--- config.mk ---
export PLATFORM = sky130hd
export DESIGN_NAME = multicycle_control
export DESIGN_NICKNAME = d
export VERILOG_FILES = /design/src/rtl/multicycle_control.sv
export SDC_FILE = /design/constraint.sdc
export NUM_CORES = 1
export LEC_CHECK = 0
export ABC_AREA = 1
export CORE_MARGIN = 1.5
export CORE_UTILIZATION = 34
export CTS_CLUSTER_SIZE = 30
export DETAILED_ROUTE_END_ITERATION = 8
export GPL_ROUTABILITY_DRIVEN = 0
export PLACE_DENSITY = 0.61
export SLEW_MARGIN = 25
export SYNTH_ARGS = -nofsm -noshare
export SYNTH_HDL_FRONTEND = slang
export SYNTH_SLANG_ARGS = --single-unit
--- constraint.sdc ---
create_clock -name clk -period 2.05 [get_ports clk]
set_input_delay 0.5125 -clock clk [delete_from_list [all_inputs] [get_ports clk]]
set_output_delay 0.5125 -clock clk [all_outputs]
set_load 0.05 [all_outputs]
--- src/rtl/multicycle_control.sv ---
// Multicycle MIPS main control FSM.
// Sequences fetch/decode/execute/memory/writeback for R-type, lw, sw, beq, bne, j and addi,
// drives the ALU select and operand muxes, handshakes with a shared memory and counts
// retired instructions.
//
// Ports:
//   clk, rst_n                 clock, asynchronous active-low reset
//   opcode_i, funct_i          IR fields, sampled in DECODE only
//   zero_flag_i                ALU equality flag
//   mem_ready_i                memory completes the current request this cycle
//   alu_sel_o                  ALU op (000 AND, 001 ADD, 010 OR, 011 SUB, 100 SLT, 101 NOR)
//   alu_src_a_o, alu_src_b_o   ALU operand muxes
//   pc_source_o, pc_write_o    PC mux and qualified load enable
//   iord_o, mem_req_o, mem_write_o  memory address select / request / write
//   ir_write_o, reg_write_o, reg_dst_o, mem_to_reg_o  datapath enables and muxes
//   illegal_op_o, bus_error_o  one-cycle exception pulses
//   halted_o                   high while in HALT
//   instr_count_o              retired instruction count
//   state_o                    current state encoding
module multicycle_control #(
    parameter int unsigned MEM_TIMEOUT = 255
) (
    input  logic        clk,
    input  logic        rst_n,
    input  logic [5:0]  opcode_i,
    input  logic [5:0]  funct_i,
    input  logic        zero_flag_i,
    input  logic        mem_ready_i,
    output logic [2:0]  alu_sel_o,
    output logic        alu_src_a_o,
    output logic [1:0]  alu_src_b_o,
    output logic [1:0]  pc_source_o,
    output logic        pc_write_o,
    output logic        iord_o,
    output logic        mem_req_o,
    output logic        mem_write_o,
    output logic        ir_write_o,
    output logic        reg_write_o,
    output logic        reg_dst_o,
    output logic        mem_to_reg_o,
    output logic        illegal_op_o,
    output logic        bus_error_o,
    output logic        halted_o,
    output logic [31:0] instr_count_o,
    output logic [3:0]  state_o
);

    localparam int unsigned WaitW = (MEM_TIMEOUT > 2) ? $clog2(MEM_TIMEOUT) : 1;
    localparam logic [WaitW-1:0] WaitLast = WaitW'(MEM_TIMEOUT - 1);

    typedef enum logic [3:0] {
        StFetch    = 4'd0,
        StDecode   = 4'd1,
        StMemAddr  = 4'd2,
        StMemRead  = 4'd3,
        StMemWb    = 4'd4,
        StMemWrite = 4'd5,
        StRExec    = 4'd6,
        StRWb      = 4'd7,
        StBranch   = 4'd8,
        StJump     = 4'd9,
        StAddiEx   = 4'd10,
        StAddiWb   = 4'd11,
        StHalt     = 4'd12
    } state_e;

    // Moore outputs; pc_write here is only the unconditional (jump) part.
    typedef struct packed {
        logic [2:0] alu_sel;
        logic       src_a;
        logic [1:0] src_b;
        logic [1:0] pc_src;
        logic       pc_write;
        logic       iord;
        logic       mem_req;
        logic       mem_write;
        logic       reg_write;
        logic       reg_dst;
        logic       mem_to_reg;
        logic       halted;
    } ctrl_t;

    function automatic ctrl_t ctrl_of(state_e s, logic [2:0] rop);
        ctrl_t c;
        c         = '0;
        c.alu_sel = 3'b001;
        case (s)
            StFetch:    begin c.mem_req = 1'b1; c.src_b = 2'b01; end
            StDecode:   c.src_b = 2'b11;
            StMemAddr:  begin c.src_a = 1'b1; c.src_b = 2'b10; end
            StMemRead:  begin c.mem_req = 1'b1; c.iord = 1'b1; end
            StMemWb:    begin c.reg_write = 1'b1; c.mem_to_reg = 1'b1; end
            StMemWrite: begin c.mem_req = 1'b1; c.mem_write = 1'b1; c.iord = 1'b1; end
            StRExec:    begin c.src_a = 1'b1; c.alu_sel = rop; end
            StRWb:      begin c.reg_write = 1'b1; c.reg_dst = 1'b1; end
            StBranch:   begin c.src_a = 1'b1; c.alu_sel = 3'b011; c.pc_src = 2'b01; end
            StJump:     begin c.pc_src = 2'b10; c.pc_write = 1'b1; end
            StAddiEx:   begin c.src_a = 1'b1; c.src_b = 2'b10; end
            StAddiWb:   c.reg_write = 1'b1;
            StHalt:     c.halted = 1'b1;
            default:    ;
        endcase
        return c;
    endfunction

    state_e           state_q, state_d;
    ctrl_t            ctrl_q;
    logic [WaitW-1:0] wait_q, wait_d;
    logic [31:0]      count_q;
    logic             bne_q, bne_d;
    logic             store_q, store_d;   // lw/sw differ only in opcode bit 3
    logic [2:0]       rop_q, rop_d;
    logic [2:0]       funct_rop;
    logic             funct_ok;
    logic             illegal;
    logic             timeout;
    logic             retire;
    logic             entering_mem;

    always_comb begin
        funct_ok  = 1'b1;
        funct_rop = 3'b001;
        case (funct_i)
            6'h20:   funct_rop = 3'b001;
            6'h22:   funct_rop = 3'b011;
            6'h24:   funct_rop = 3'b000;
            6'h25:   funct_rop = 3'b010;
            6'h2A:   funct_rop = 3'b100;
            6'h27:   funct_rop = 3'b101;
            default: funct_ok  = 1'b0;
        endcase
    end

    always_comb begin
        state_d = state_q;
        bne_d   = bne_q;
        store_d = store_q;
        rop_d   = rop_q;
        illegal = 1'b0;
        timeout = 1'b0;
        retire  = 1'b0;
        case (state_q)
            StFetch: if (mem_ready_i) state_d = StDecode;
            StDecode: begin
                bne_d   = opcode_i[0];
                store_d = opcode_i[3];
                rop_d   = funct_rop;
                case (opcode_i)
                    6'h23, 6'h2B: state_d = StMemAddr;
                    6'h00:        if (funct_ok) state_d = StRExec; else illegal = 1'b1;
                    6'h04, 6'h05: state_d = StBranch;
                    6'h02:        state_d = StJump;
                    6'h08:        state_d = StAddiEx;
                    default:      illegal = 1'b1;
                endcase
                if (illegal) state_d = StFetch;
            end
            StMemAddr:  state_d = store_q ? StMemWrite : StMemRead;
            StMemRead:  if (mem_ready_i) state_d = StMemWb;
            StMemWb:    begin state_d = StFetch; retire = 1'b1; end
            StMemWrite: if (mem_ready_i) begin state_d = StFetch; retire = 1'b1; end
            StRExec:    state_d = StRWb;
            StRWb:      begin state_d = StFetch; retire = 1'b1; end
            StBranch:   begin state_d = StFetch; retire = 1'b1; end
            StJump:     begin state_d = StFetch; retire = 1'b1; end
            StAddiEx:   state_d = StAddiWb;
            StAddiWb:   begin state_d = StFetch; retire = 1'b1; end
            StHalt:     state_d = StHalt;
            default:    state_d = StFetch;
        endcase

        // A ready on the last allowed cycle still completes normally.
        if (ctrl_q.mem_req && !mem_ready_i && (wait_q == WaitLast)) begin
            timeout = 1'b1;
            state_d = StHalt;
        end

        entering_mem = (state_d != state_q) &&
                       (state_d == StFetch || state_d == StMemRead || state_d == StMemWrite);
        if (mem_ready_i || entering_mem) begin
            wait_d = '0;
        end else if (ctrl_q.mem_req) begin
            wait_d = wait_q + 1'b1;
        end else begin
            wait_d = wait_q;
        end
    end

    always_ff @(posedge clk or negedge rst_n) begin
        if (!rst_n) begin
            state_q <= StFetch;
            ctrl_q  <= ctrl_of(StFetch, 3'b000);
            wait_q  <= '0;
            count_q <= 32'd0;
            bne_q   <= 1'b0;
            store_q <= 1'b0;
            rop_q   <= 3'b000;
        end else begin
            state_q <= state_d;
            ctrl_q  <= ctrl_of(state_d, rop_d);
            wait_q  <= wait_d;
            bne_q   <= bne_d;
            store_q <= store_d;
            rop_q   <= rop_d;
            if (retire) count_q <= count_q + 32'd1;
        end
    end

    assign alu_sel_o     = ctrl_q.alu_sel;
    assign alu_src_a_o   = ctrl_q.src_a;
    assign alu_src_b_o   = ctrl_q.src_b;
    assign pc_source_o   = ctrl_q.pc_src;
    assign pc_write_o    = ctrl_q.pc_write
                         | ((state_q == StFetch) & mem_ready_i)
                         | ((state_q == StBranch) & (zero_flag_i ^ bne_q));
    assign iord_o        = ctrl_q.iord;
    assign mem_req_o     = ctrl_q.mem_req;
    assign mem_write_o   = ctrl_q.mem_write;
    assign ir_write_o    = (state_q == StFetch) & mem_ready_i;
    assign reg_write_o   = ctrl_q.reg_write;
    assign reg_dst_o     = ctrl_q.reg_dst;
    assign mem_to_reg_o  = ctrl_q.mem_to_reg;
    assign illegal_op_o  = illegal;
    assign bus_error_o   = timeout;
    assign halted_o      = ctrl_q.halted;
    assign instr_count_o = count_q;
    assign state_o       = state_q;

endmodule
# After elaboration in Yosys (flattened, before gate mapping)
# Index checks and enable logic that the tools add are counted.
[classes] bitwise=5 eq_ne=38 muxes=33 n_shift=0 n_reduce_logical=21 add_sub_neg=2 div=0 magnitude_cmp=0 multipliers=0
[ops] operator="6-bit equality test (second input constant)" count=8
[ops] operator="4-bit equality test (second input constant)" count=10
[ops] operator="32-bit by 1-bit adder with 32-bit output (second input constant)" count=1
[ops] operator="4-bit by 3-bit equality test with 1-bit output (second input constant)" count=8
[ops] operator="4-bit one-hot mux with 8 select lines" count=1
[ops] operator="4-bit 2-to-1 mux" count=6
[ops] operator="4-bit one-hot mux with 5 select lines" count=1
[ops] operator="4-bit by 2-bit equality test with 1-bit output (second input constant)" count=4
[ops] operator="8-bit 2-to-1 mux" count=2
[ops] operator="1-bit 2-to-1 mux" count=15
[ops] operator="3-bit one-hot mux with 5 select lines" count=1
[ops] operator="6-bit by 3-bit equality test with 1-bit output (second input constant)" count=2
[ops] operator="6-bit OR reduction" count=2
[ops] operator="8-bit by 1-bit adder with 8-bit output (second input constant)" count=1
[ops] operator="4-bit by 1-bit equality test with 1-bit output (second input constant)" count=2
[ops] operator="8-bit equality test (second input constant)" count=1
[ops] operator="4-bit zero test" count=2
[ops] operator="2-bit OR reduction" count=4
[ops] operator="6-bit by 2-bit equality test with 1-bit output (second input constant)" count=1
[ops] operator="6-bit by 4-bit equality test with 1-bit output (second input constant)" count=1
[ops] operator="6-bit zero test" count=1
[ops] operator="3-bit 2-to-1 mux" count=2
[ops] operator="2-bit one-hot mux with 3 select lines" count=1
[ops] operator="3-bit one-hot mux with 2 select lines" count=1
[ops] operator="13 further kinds" count=21
[word_totals] output_inout_bits=55 rom_bits=0 n_memories=0 register_bits=65 mem_bits_rw=0 latchBits=0 input_bits=16 word_cells=117

# Depth between registers and ports, before layout
# Gate-level depths: netlist (run 1).
[depth] ltp_word=15 mapped_depth=16 ltp_nobuf=16

# Worst setup path after synthesis (run 1)
# No wires, ideal clock.
[synth_path] kind="register to output" startpoint="reg ctrl_q, in the netlist mem_req_o" endpoint="out bus_error_o" path_stages_with_launch=5 arrival_ns=2.129 n_path_buf=0 t_required_ns=1.537 setup_slack_ns=-0.591 cell_sequence="dfstp_2 -> inv_2 -> nor2_1 -> inv_1 -> nor3_1"
[synth_via] elab_chain_cells=3
[synth_rtl] item="start, declared" line_no="107" text="ctrl_t ctrl_q;"
[synth_rtl] item="start signal, assigned" line_no="192" text="ctrl_q <= ctrl_of(StFetch, 3'b000);"
[synth_rtl] item="start signal, assigned" line_no="200" text="ctrl_q <= ctrl_of(state_d, rop_d);"
[synth_rtl] item="1-bit logical AND (2 in a row)" line_no="173" text="if (ctrl_q.mem_req && !mem_ready_i && (wait_q == WaitLast)) begin"
[synth_rtl] item="1-bit 2-to-1 mux" line_no="173"
[synth_rtl] item="end, declared" line_no="42" text="output logic bus_error_o,"
# Every way passes these cells.

# Final worst setup path (run 1)
# Same ends and word-level chain as after synthesis.

==> results.cfg, run 1 <==
[floorplan]
die_w_um = 104
core-area_um2 = 9770
die-area_um2 = 10700
start_util = 0.352
die_y_um = 104
num_io_pins = 71
rows = 36

[worst_setup_path]
end_kind = output port
worstPathMaxFanout = 2
cp_cell_sequence = inv_4 -> nor2_4 -> inv_2 -> nor3_4 -> buf_12
slowest_delay_ps = 630
crit_type = flip-flop to output port
crit_path_start_kind = flip-flop
cp.required_ps = 1540
arrival_ps = 1510
critPathSlowestCell = dfstp_4

[power]
p_per_area_nw_per_um2 = 677
p_leak_nw = 2.54
seq_power_share = 0.412
clockPowerShare = 0.354
p_switching_mw = 1.08
vdd_drop_max_mv = 0.289
switching_share = 0.308
p_int_mw = 2.43
pwr-share-comb = 0.233

[synthesis]
ys.flop_type = dfrtp_1
synthArstFlopShare = 1.00
syn_nets = 411
synth-edff-count = 0
ys_types = 37
yosysWarningCount = 0
synthCells = 392
synthesis.area_um2 = 3440
synth_area_per_cell_um2 = 8.77
synth_seq_cells = 65
ys_seq_area_frac = 0.474

[sta]
fin_hold_ws_ps = 99.4
worst_slew_pin_slew_ps = 501
maxSlewHeadroom = 0.665
grt_setup_unrepaired = yes
tns_ps = 0
finalMaxSlewViolations = 0
finalCriticalPeriod_ps = 2020
finalCritPeriodShare = 0.985
setup_viol_count_final = 0
fin_skew_ps = 10.7
fmax_ghz = 0.495
hold_violations = 0

[route]
routed_wl_um = 8480
dr.pass1.iters = 4
top_layer = met4
vias = 3040
vias_per_cell = 4.55
drt_iter0_markers = 135
drc = 0
avgRoutedWirePerCell_um = 12.7
wl_met1_um = 3780
wl_met3_um = 419
wl_met2_um = 4120
ant_nets = 0

[cells_and_area]
antenna_cells = 0
area_growth_pct = 51.0
fillerInstances = 891
finish.utilization = 0.531
regArea_um2 = 1650
final_common_cell = buf_4
drive_gt1_frac = 0.490
final_cell_mix = buf_4 (104), nand2_1 (62), dfrtp_1 (53)
fin_nets = 549
multi_input_area_um2 = 1830

[clock_tree]
clock_latency_ps = 340
cts_buffers = 9
clk_pin_slew_ps = 70
htree_levels = 3
cts_hold_buf = 0
clockRootBuffer = clkbuf_8
cts_sinks = 65
cts_tree = yes
cts_max_path_buffers = 2

[outcome]
outcome = completed

[hold_path]
hp-class = primary input to async pin

[global_routing]
grt_pass1_wl_um = 13000
track_usage = 0.152
grt_overflow = 0
grt_max_degree = 40
grt_antenna_before_repair = 0
grt_pass1_vias = 2841

[flow_run]
max-cap-violations = 0

[placement]
detailed_place_hpwl_um = 5660
io_buffers = 70
==> synthesized netlist by cell type (3+ instances only) <==
master,count,area share
nand2_4,3,0.0098
nand3b_1,4,0.0087
nor2_1,42,0.046
nand4_1,7,0.013
inv_1,45,0.049
o21ai_0,5,0.0073
nand3_1,29,0.042
dfstp_2,3,0.023
nor2_2,18,0.033
dfrtp_1,62,0.45
xnor2_1,13,0.033
nand2_2,8,0.015
nand3_2,3,0.0087
nor4_1,4,0.0073
buf_4,7,0.015
nor3_1,10,0.015
nand2_1,71,0.078
inv_2,9,0.0098
ha_1,3,0.011
xor2_1,24,0.061
==> layer usage <==
metal | GRT usage | vias up
met4 | 0.0734 | 0
li1 | - | 1507
met2 | 0.234 | 73
met5 | 0 | -
met3 | 0.0396 | 16
met1 | 0.199 | 1444
==> what timing repair did <==
action	CTS	global route
buffers inserted	23	10
setup endpoints to repair	20	27
resized for setup	60	67
pin swaps	19	27
==> logic make-up after synthesis <==
logic type	synth area share
fa+ha+maj	0.0109
buf+inv	0.0779
simple gates	0.307
flops	0.474
xor+xnor	0.0943
compound gates	0.0357
==> flip-flops by register name, summed over array words and instances, names as in the netlist <==
name,cells
alu_src_a_o,1
instr_count_o,32
ctrl_q,1
mem_write_o,1
bne_q,1
alu_sel_o,3
pc_source_o,2
mem_to_reg_o,1
alu_src_b_o,2
reg_write_o,1
halted_o,1
rop_q,3
wait_q,8
iord_o,1
reg_dst_o,1
mem_req_o,1
store_q,1
state_o,4
==> worst paths after layout <==
check / startpoint / cells past startpoint / to / slack (ps)
setup / recovery: mem_req_o / 5 / bus_error_o / 30
hold / removal: rst_n / 1 / instr_count_o[9] / 100
setup reg to reg: state_o[3] / 11 / wait_q[5] / 70
hold reg to reg: instr_count_o[31] / 1 / instr_count_o[31] / 470
max in group asynchronous: rst_n / 2 / alu_src_b_o[0] / 1330
min in group clk: instr_count_o[31] / 1 / instr_count_o[31] / 470
==> critical path, delay by kind of cell (launching register included) <==
family	cells	cell delay [ps]
buffers and inverters	3	270
DFF	1	630
and+or+nand+nor	2	270
==> power by group through the flow <==
stage,Clock (mW),Combinational [mW],Sequential (mW)
after floorplan,0,0.275,1.63
after global placement,0,0.687,1.47
after detailed placement,0,0.692,1.47
after CTS,1.28,0.736,1.45
after global routing,1.34,0.883,1.46
final,1.24,0.820,1.45
==> per-stage QoR <==
| step | power [mW] | setup slack [ps] | cells | area [µm²] |
|---|---|---|---|---|
| 2_1_floorplan | 1.90 | -150 | 392 | 3480 |
| 3_3_place_gp | 2.16 | -410 | 620 | 4480 |
| 3_5_place_dp | 2.17 | -515 | 620 | 4480 |
| 4_1_cts | 3.46 | -6.71 | 658 | 4940 |
| 5_1_grt | 3.68 | -56.9 | 668 | 5190 |
| 6_report | 3.51 | 31.4 | 668 | 5190 |
==> layout make-up <==
| class | instances | share of cell area |
|---|---|---|
| Multi-Input combinational cell | 264 | 0.352 |
| Tap cell | 133 | 0.0321 |
| Clock buffer | 11 | 0.0292 |
| Timing Repair Buffer | 134 | 0.211 |
| Clock inverter | 5 | 0.0149 |
| Inverter | 56 | 0.0439 |
| Sequential cell | 65 | 0.317 |
No activity file was read; power rests on OpenSTA's default activity.
==> inputs of run 2 (changes only) <==
SETUP_SLACK_MARGIN = 0.5   (was not set)
==> run 2 against run 1 <==
The flow now finishes with violations (setup timing). Clock power decreased by 9%. Cell count is 11% higher. Sequential cell count is the same. Register-to-register slack got worse by 90 ps. Wire length grew 30%. Count of clock-buffer cells in the layout stayed put. Hold slack better by 41 ps. Worst setup slack lost 60 ps. Combinational power increased by 55%. Critical endpoint is now wait_q[2]. Critical path depth grew 13.
==> results.cfg, run 2 (synthesized netlist as in run 1, its figures left out) <==
[outcome]
outcome = finished with violations
violations = setup timing

[clock_tree]
cts_sinks = 65
cts_hold_buf = 0
clk_pin_slew_ps = 80
cts_max_path_buffers = 2
cts_buffers = 9
clock_latency_ps = 350
clockRootBuffer = clkbuf_8
htree_levels = 3
cts_tree = yes

[sta]
layout_setup_ws_ps = -28.5
setup_viol_count_final = 8
worst_slew_pin_slew_ps = 514
maxSlewHeadroom = 0.655
finalMaxSlewViolations = 0
finalCriticalPeriod_ps = 2080
tns_ps = -141
fin_skew_ps = 15.3
finalCritPeriodShare = 1.01
hold_violations = 0
fmax_ghz = 0.481
grt_setup_unrepaired = yes
fin_hold_ws_ps = 141

[worst_setup_path]
crit_path_start_kind = primary input
reg2reg_from = state_o[2]
end_kind = flip-flop
worstPathMaxFanout = 7
crit_type = primary input to flip-flop
reg2regPathDepth = 11
cp.required_ps = 2280
r2r_end = wait_q[2]
arrival_ps = 2300
r2r_slack_ps = -20

[route]
vias = 3508
dr.pass1.iters = 4
drt_iter0_markers = 103
wl_met3_um = 449
avgRoutedWirePerCell_um = 14.9
wl_met1_um = 4580
wl_met2_um = 5740
routed_wl_um = 11100
drc = 0
top_layer = met4
vias_per_cell = 4.72
ant_nets = 0

[placement]
dpl.cell_count = 628
dp_slack_ps = -586
io_buffers = 70
placed_area_um2 = 4730
detailed_place_hpwl_um = 5890

[power]
p_leak_nw = 3.19
p_per_area_nw_per_um2 = 576
clockPowerShare = 0.293
vdd_drop_max_mv = 0.367
p_switching_mw = 1.29
pwr-share-comb = 0.330
p_int_mw = 2.56
seq_power_share = 0.377
power_mw = 3.85
switching_share = 0.335

[global_routing]
grt_antenna_before_repair = 0
grt_pass1_vias = 3465
grt_pass1_wl_um = 16900
grt_overflow = 0
grt_max_degree = 44
track_usage = 0.197

[cells_and_area]
finish.utilization = 0.683
drive_gt1_frac = 0.677
area_growth_pct = 94.3
stdcell_count = 743
largest_reg_flops = 32
antenna_cells = 0
fin_nets = 624
fin_area_um2 = 6680
final_cell_mix = buf_4 (93), buf_6 (85), nand2_1 (50)
final_common_cell = buf_4

[flow_run]
max-cap-violations = 0

[floorplan]
start_util = 0.352
die_y_um = 104
die-area_um2 = 10700
die_w_um = 104
rows = 36
num_io_pins = 71
core-area_um2 = 9770

[hold_path]
hp-class = primary input to async pin
-- run 2: cell types whose count changed in the layout (fill, tap and decap cells not counted), sizes merged --
cell,before,now
buf,122,206
clkdlybuf4s50,5,0
dlymetal6s2s,1,0
inv,56,55
clkinvlp,1,3
clkdlybuf4s15,1,0
clkbuf,14,12
bufinv,2,1
-- run 2: cell type report --
class / instances / area [µm²]
tap: 133 / 166
clock inverter: 5 / 55.1
timing repair buffer: 209 / 2050
fill: 699 / 3100
inverter: 56 / 256
sequential: 65 / 1660
multi-input combinational: 264 / 2350
clock buffer: 11 / 141
-- run 2: what timing repair did --
| action | 4_1_cts | 5_1_grt |
|---|---|---|
| buffers inserted | 70 | 29 |
| pin swaps | 72 | 51 |
| resized for setup | 274 | 75 |
| setup endpoints to repair | 73 | 88 |
-- run 2: power by group through the flow --
stage | clock network, mW | logic [mW] | registers (mW)
after CTS | 1.14 | 1.10 | 1.45
final | 1.13 | 1.27 | 1.45
after global routing | 1.21 | 1.34 | 1.46
after global placement | 0 | 0.730 | 1.48
after detailed placement | 0 | 0.739 | 1.48
after floorplan | 0 | 0.305 | 1.63
-- run 2: critical path, cell delays in order --
cell and delay [ps]:
buf_8 100, nor2_4 140, nand4_1 140, nand2_1 100, inv_1 60, nand2_2 90, buf_6 100, buf_6 80
buf_6 80, nand2_2 40, nor2_1 80, nand2_1 90, nand2_4 120, nand4_1 180, nand3_4 140, nand2_4 90
nand2_8 120, nor2_4 40
-- run 2: worst max-delay path by stage --
stage	endpoint	startpoint	slack (ps)	depth (start not counted)
after detailed placement	wait_q[0]	funct_i[5]	-590	16
after floorplan	instr_count_o[30]	instr_count_o[0]	30	12
after global placement	wait_q[0]	funct_i[5]	-530	16
after global routing	wait_q[5]	opcode_i[5]	-140	18
final	wait_q[2]	opcode_i[5]	-30	18
after CTS	bus_error_o	mem_req_o	-6	5
-- run 2: per-layer routing --
| metal | vias up | track usage |
|---|---|---|
| met3 | 27 | 0.0478 |
| met1 | 1728 | 0.249 |
| met5 | - | 0 |
| met4 | 0 | 0.0655 |
| met2 | 94 | 0.332 |
| li1 | 1659 | - |
==> patch 1, RTL diff (settings of run 2) <==
Set the parameter `MEM_TIMEOUT` to 510 (it was 255).
--- a/src/rtl/multicycle_control.sv
+++ b/src/rtl/multicycle_control.sv
@@ -20,3 +20,3 @@
 module multicycle_control #(
-    parameter int unsigned MEM_TIMEOUT = 255
+    parameter int unsigned MEM_TIMEOUT = 510
 ) (
Function: same outputs for any inputs over 10 cycles, from zero or initial values and one cycle with rst_n low; that may be too few to reach the edited logic, so the function may still have changed.
==> patch 1 against run 2 <==
  * Setup slack worse by 120 ps
  * Critical path type is now reg2reg
  * Non-clock buffer count grew 3
  * Sequential cell count rose by 1
  * Area after synthesis increased by 4.2%
  * Routed wire length is 8.4% higher
  * Fmax fell by 5.3%
  * The flow still finishes with violations (setup timing)
  * Design area about the same
  * Count of clock-buffer cells in the layout fell by 1
  * Total power fell by 0.15%
  * Synthesized cell count is 4.3% higher
==> patch 1: results (changes against run 2) <==
* Number of nets in the synthesized netlist: 428 (+4.1%)
* Total global routing track utilization: 20.92% (+1.2 points)
* Via count of the first global-routing pass: 3761 (+8.5%)
* Share of total power in combinational logic: 28.1% (-4.9 points)
* Final wirelength: 12.00 mm (+8.4%)
- Detailed-route vias per instance: 4.805 (+1.8%)
- Fraction of synthesized cell area in xor and xnor cells: 9.539% (+0.11 points)
- Leak: 3.324 nW (+4.3%)
- The layout net count was 642 (+2.9%).
* Largest net degree at the start of global routing: 31 (-30%)
- The wire length on met1 came to 4.532 mm (-1.1%).
- The proportion of synthesized chip area in sequential cells is 46.23% (-1.2 points).
* Slowest Stage Delay on Critical Path: 470 ps (+290 ps)
- The checks that failed: setup timing.
- Switching share of power: 33.22% (-0.29 points)
* Setup Slack @ Placement: -559.4 ps (+26.24 ps)
* Post-Place Cell Area: 0.005007 mm² (+5.9%)
- Number of distinct library cells after synthesis: 40 (+8.1%)
* Final setup violating endpoints: 13 (+5)
- Final total negative setup slack: -1195 ps (-1054 ps)
- Met2 wirelength from detailed routing: 6.489 mm (+13%)
* First-pass GRT wire length: 18.57 mm (+9.7%)
- Routed wl met3: 497 µm (+11%)
- Outcome: complete, but fails checks
- Worst vdd ir: 0.8535 mV (+130%)
- The slowest stage of the critical path belongs to the cell sky130_fd_sc_hd__dfrtp_2.
* Worst Path Max Fanout: 5 (-2)
* Synthesized-area fraction occupied by adder cells: 1.048% (-0.044 points)
* Fraction of power consumed by sequential logic: 39.3% (+1.6 points)
* Worst Setup Slack, final: -144.0 ps (-115.5 ps)
- Fillcell total: 763 (+9.2%)
* DP Wirelength: 6.713 mm (+14%)
* Max-slew headroom at the worst pin: 63.46% (-2.0 points)
==> patch 1: worst reg2reg max path, cell delays in order (launching register included) <==
cell and delay, ps:
sky130_fd_sc_hd__dfrtp_2 470, sky130_fd_sc_hd__buf_6 150, sky130_fd_sc_hd__buf_6 130, sky130_fd_sc_hd__o211ai_1 180
sky130_fd_sc_hd__nand4_1 180, sky130_fd_sc_hd__inv_2 110, sky130_fd_sc_hd__nand3_4 120, sky130_fd_sc_hd__buf_12 160
sky130_fd_sc_hd__nor2_4 100, sky130_fd_sc_hd__nand3_2 100, sky130_fd_sc_hd__nand3_2 120, sky130_fd_sc_hd__nand2_4 90
sky130_fd_sc_hd__nand2_8 130, sky130_fd_sc_hd__nor2_4 50
==> patch 1: cells by family (layout without fill, tap and decap cells) <==
family | after synthesis | in the layout
AOI/OAI and AO/OA | 19 | 19
xor gates and xnor gates | 39 | 39
adders and majority gates | 3 | 3
buffers and inverters | 67 | 285
DFF | 66 | 66
muxes | 1 | 1
and+or+nand+nor | 214 | 215
==> patch 1: layout make-up <==
cell class | count | area [µm²] | area share (%)
repair buffers | 212 | 1968 | 29.49
clock inverters | 6 | 88.84 | 1.331
well taps | 136 | 170.2 | 2.550
clock buffers | 10 | 137.6 | 2.062
flip-flops and latches | 66 | 1684 | 25.23
multi-input cells | 277 | 2391 | 35.83
inverters | 57 | 234.0 | 3.506
==> patch 1: repair_timing <==
action / CTS / global route
buffers inserted: 61 / 17
cloned: 1 / 0
resized for setup: 298 / 73
pin swaps: 49 / 54
setup endpoints to repair: 83 / 80
hold buffers: 0 / 0
==> patch 1: routing by layer <==
layer,vias to the layer above,global-route usage [%]
met5,-,0
met4,0,6.467
met3,40,4.143
met2,110,37.58
met1,1769,25.18
li1,1752,-
==> patch 1: path summary, 6_finish.rpt <==
check | startpoint | end | slack, ps | depth (start not counted)
worst min register to register | instr_count_o[31]$_DFFE_PN0P_ | instr_count_o[31]$_DFFE_PN0P_ | 470 | 1
worst max-delay path | state_o[2]$_DFF_PN0_ | wait_q[4]$_DFFE_PN0P_ | -140 | 13
worst min-delay path | rst_n | instr_count_o[11]$_DFFE_PN0P_ | 150 | 1
worst max register to register | state_o[2]$_DFF_PN0_ | wait_q[4]$_DFFE_PN0P_ | -140 | 13
max in group asynchronous | rst_n | state_o[3]$_DFF_PN0_ | 1270 | 2
min in group clk | opcode_i[0] | bne_q$_DFFE_PN0P_ | 390 | 3
==> patch 1: stage by stage <==
step,cells,util [%]
floorplan,409,-
global placement,669,48.72
detailed placement,669,48.72
CTS,747,60.91
global route,764,64.94
finish,764,64.94
==> patch 2, RTL diff (config.mk and constraints of run 2) <==
Made on the original files. Put one more register stage on the output `instr_count_o`. The value now appears one clock later. The other outputs are not delayed to match.
--- a/src/rtl/multicycle_control.sv
+++ b/src/rtl/multicycle_control.sv
@@ -225,3 +225,5 @@
     assign halted_o      = ctrl_q.halted;
-    assign instr_count_o = count_q;
+    always_ff @(posedge clk) begin
+        instr_count_o <= count_q;
+    end
     assign state_o       = state_q;
Check against the original RTL: not equivalent (a bounded check fails within 4 cycles, from zero or initial values and one cycle with rst_n low).
==> patch 2 against run 2 <==
  * The flow still finishes with violations (setup timing)
  * Clock skew down 6.8 ps
  * Total power grew 22%
  * Area after synthesis increased by 23%
  * Sequential power increased by 43%
  * Setup slack got worse by 67 ps
  * Routed wire length rose by 9.4%
  * Design area rose by 5.7%
  * Non-clock buffer count fell by 15
  * Sequential cell count is 32 higher
  * Clock power is 53% higher
  * Highest routed layer unchanged
==> patch 2: results (changes against run 2) <==
- Via count of the first global-routing pass: 3887 (+12%)
* Area used by sequential logic in the layout: 0.002291 mm² (+38%)
* Final total negative setup slack: -678.6 ps (-537.7 ps)
* Fraction of final layout cells with drive strength greater than 1: 57.14% (-11 points)
- The number of cells upsized or downsized after cts was 322 (+18%).
- The overall fraction of global-route tracks in use is 18.07% (-1.7 points).
- Final setup violating endpoints: 12 (+4)
- Setup clock skew after layout: 8.481 ps (-6.799 ps)
* Avg Inst Size Synth: 8.974 µm² (+2.3%)
- The worst vdd rail ir drop was 0.3439 mV (-6.3%).
- Fraction of synthesized cell area in xor and xnor cells: 7.046% (-2.4 points)
- Bufs w/o clock: 194 (-7.2%)
* Cell type of the slowest stage on the worst timing path: sky130_fd_sc_hd__dfrtp_2
* Post-Place Cell Area: 0.005629 mm² (+19%)
- Worst-path clk slew: 60 ps (-20 ps)
- Switching share of power: 28.39% (-5.1 points)
* Number of cells after detailed placement: 756 (+20%)
- Wire length per cell: 14.41 µm (-3.2%)
- Arr. time, crit path: 2430 ps (+130 ps)
- Leak: 3.438 nW (+7.9%)
- Routed metal-1 wirelength: 5.039 mm (+10%)
- Largest net degree at the start of global routing: 66 (+50%)
- The multi-input logic cell count is 302 (+14%).
* Outcome: complete, but fails checks
- The number of clock sinks was 97 (+49%).
- Commonest cells post-synth: sky130_fd_sc_hd__nand2_1 (93), sky130_fd_sc_hd__dfrtp_1 (62), sky130_fd_sc_hd__inv_1 (56)
- The fraction of area in multi-input gates came to 32.58% (-2.6 points).
- The adder-cell area share of the yosys netlist was 0.8881% (-0.20 points).
* Max-slew headroom at the worst pin: 76.34% (+11 points)
- The post-synthesis net count was 490 (+19%).
- The number of DRC violations after detailed-routing iteration 0 came to 157 (+52%).
- The worst setup path is launched from a flip-flop.
- The post-route worst hold slack is 161.9 ps (+21.39 ps).
- The worst slack after detailed placement came to -563.1 ps (+22.54 ps).
- Root buffer cell: sky130_fd_sc_hd__clkbuf_16
- Ranked by total cell area, the synthesized netlist is headed by sky130_fd_sc_hd__dfrtp_1 (37%), sky130_fd_sc_hd__dfxtp_1 (15%), sky130_fd_sc_hd__nand2_1 (8.3%).
* DP Wirelength: 7.326 mm (+24%)
- The checks that failed: setup timing.
- The global-route wire length before repair came to 18.54 mm (+9.5%).
- Reg2reg path depth: 12 (+1)
- The area taken by multi-input logic gates was 0.002300 mm² (-2.1%).
- The worst-case setup margin in the final layout came to -95.62 ps (-67.08 ps).
* Detailed-route vias per instance: 4.717 (-0.10%)
* Number of distinct library cells after synthesis: 33 (-11%)
- The longest individual stage delay on the worst path was 440 ps (+260 ps).
- The share of final layout cell area taken by non-clock buffers was 24.00% (-6.7 points).
* Area fraction in compound gates after synthesis: 2.516% (-1.1 points)
- Number of vias in the routed layout: 3962 (+13%)
## patch 2: cell count changes after synthesis, sizes merged, moves of 2 or more
cell / run 2 / this run
a21oi: 3 / 6
a31oi: 2 / 0
buf: 7 / 9
dfxtp: 0 / 32
inv: 56 / 63
nand2: 83 / 101
nand3: 34 / 36
nand3b: 4 / 2
nand4: 8 / 19
nor2: 60 / 64
nor3: 11 / 13
nor4: 4 / 8
xnor2: 13 / 9
## patch 2: metal layers
metal / track usage (%) / up-vias
li1: - / 1896
met1: 22.37 / 1936
met2: 30.70 / 97
met3: 2.912 / 33
met4: 8.750 / 0
met5: 0 / -
## patch 2: power by group through the flow
stage / clock network, mW / registers, mW / logic [mW]
after floorplan: 0 / 2.22 / 0.235
after global placement: 0 / 2.10 / 0.630
after detailed placement: 0 / 2.10 / 0.635
after CTS: 1.76 / 2.08 / 0.744
after global routing: 1.84 / 2.09 / 0.926
final: 1.73 / 2.08 / 0.867
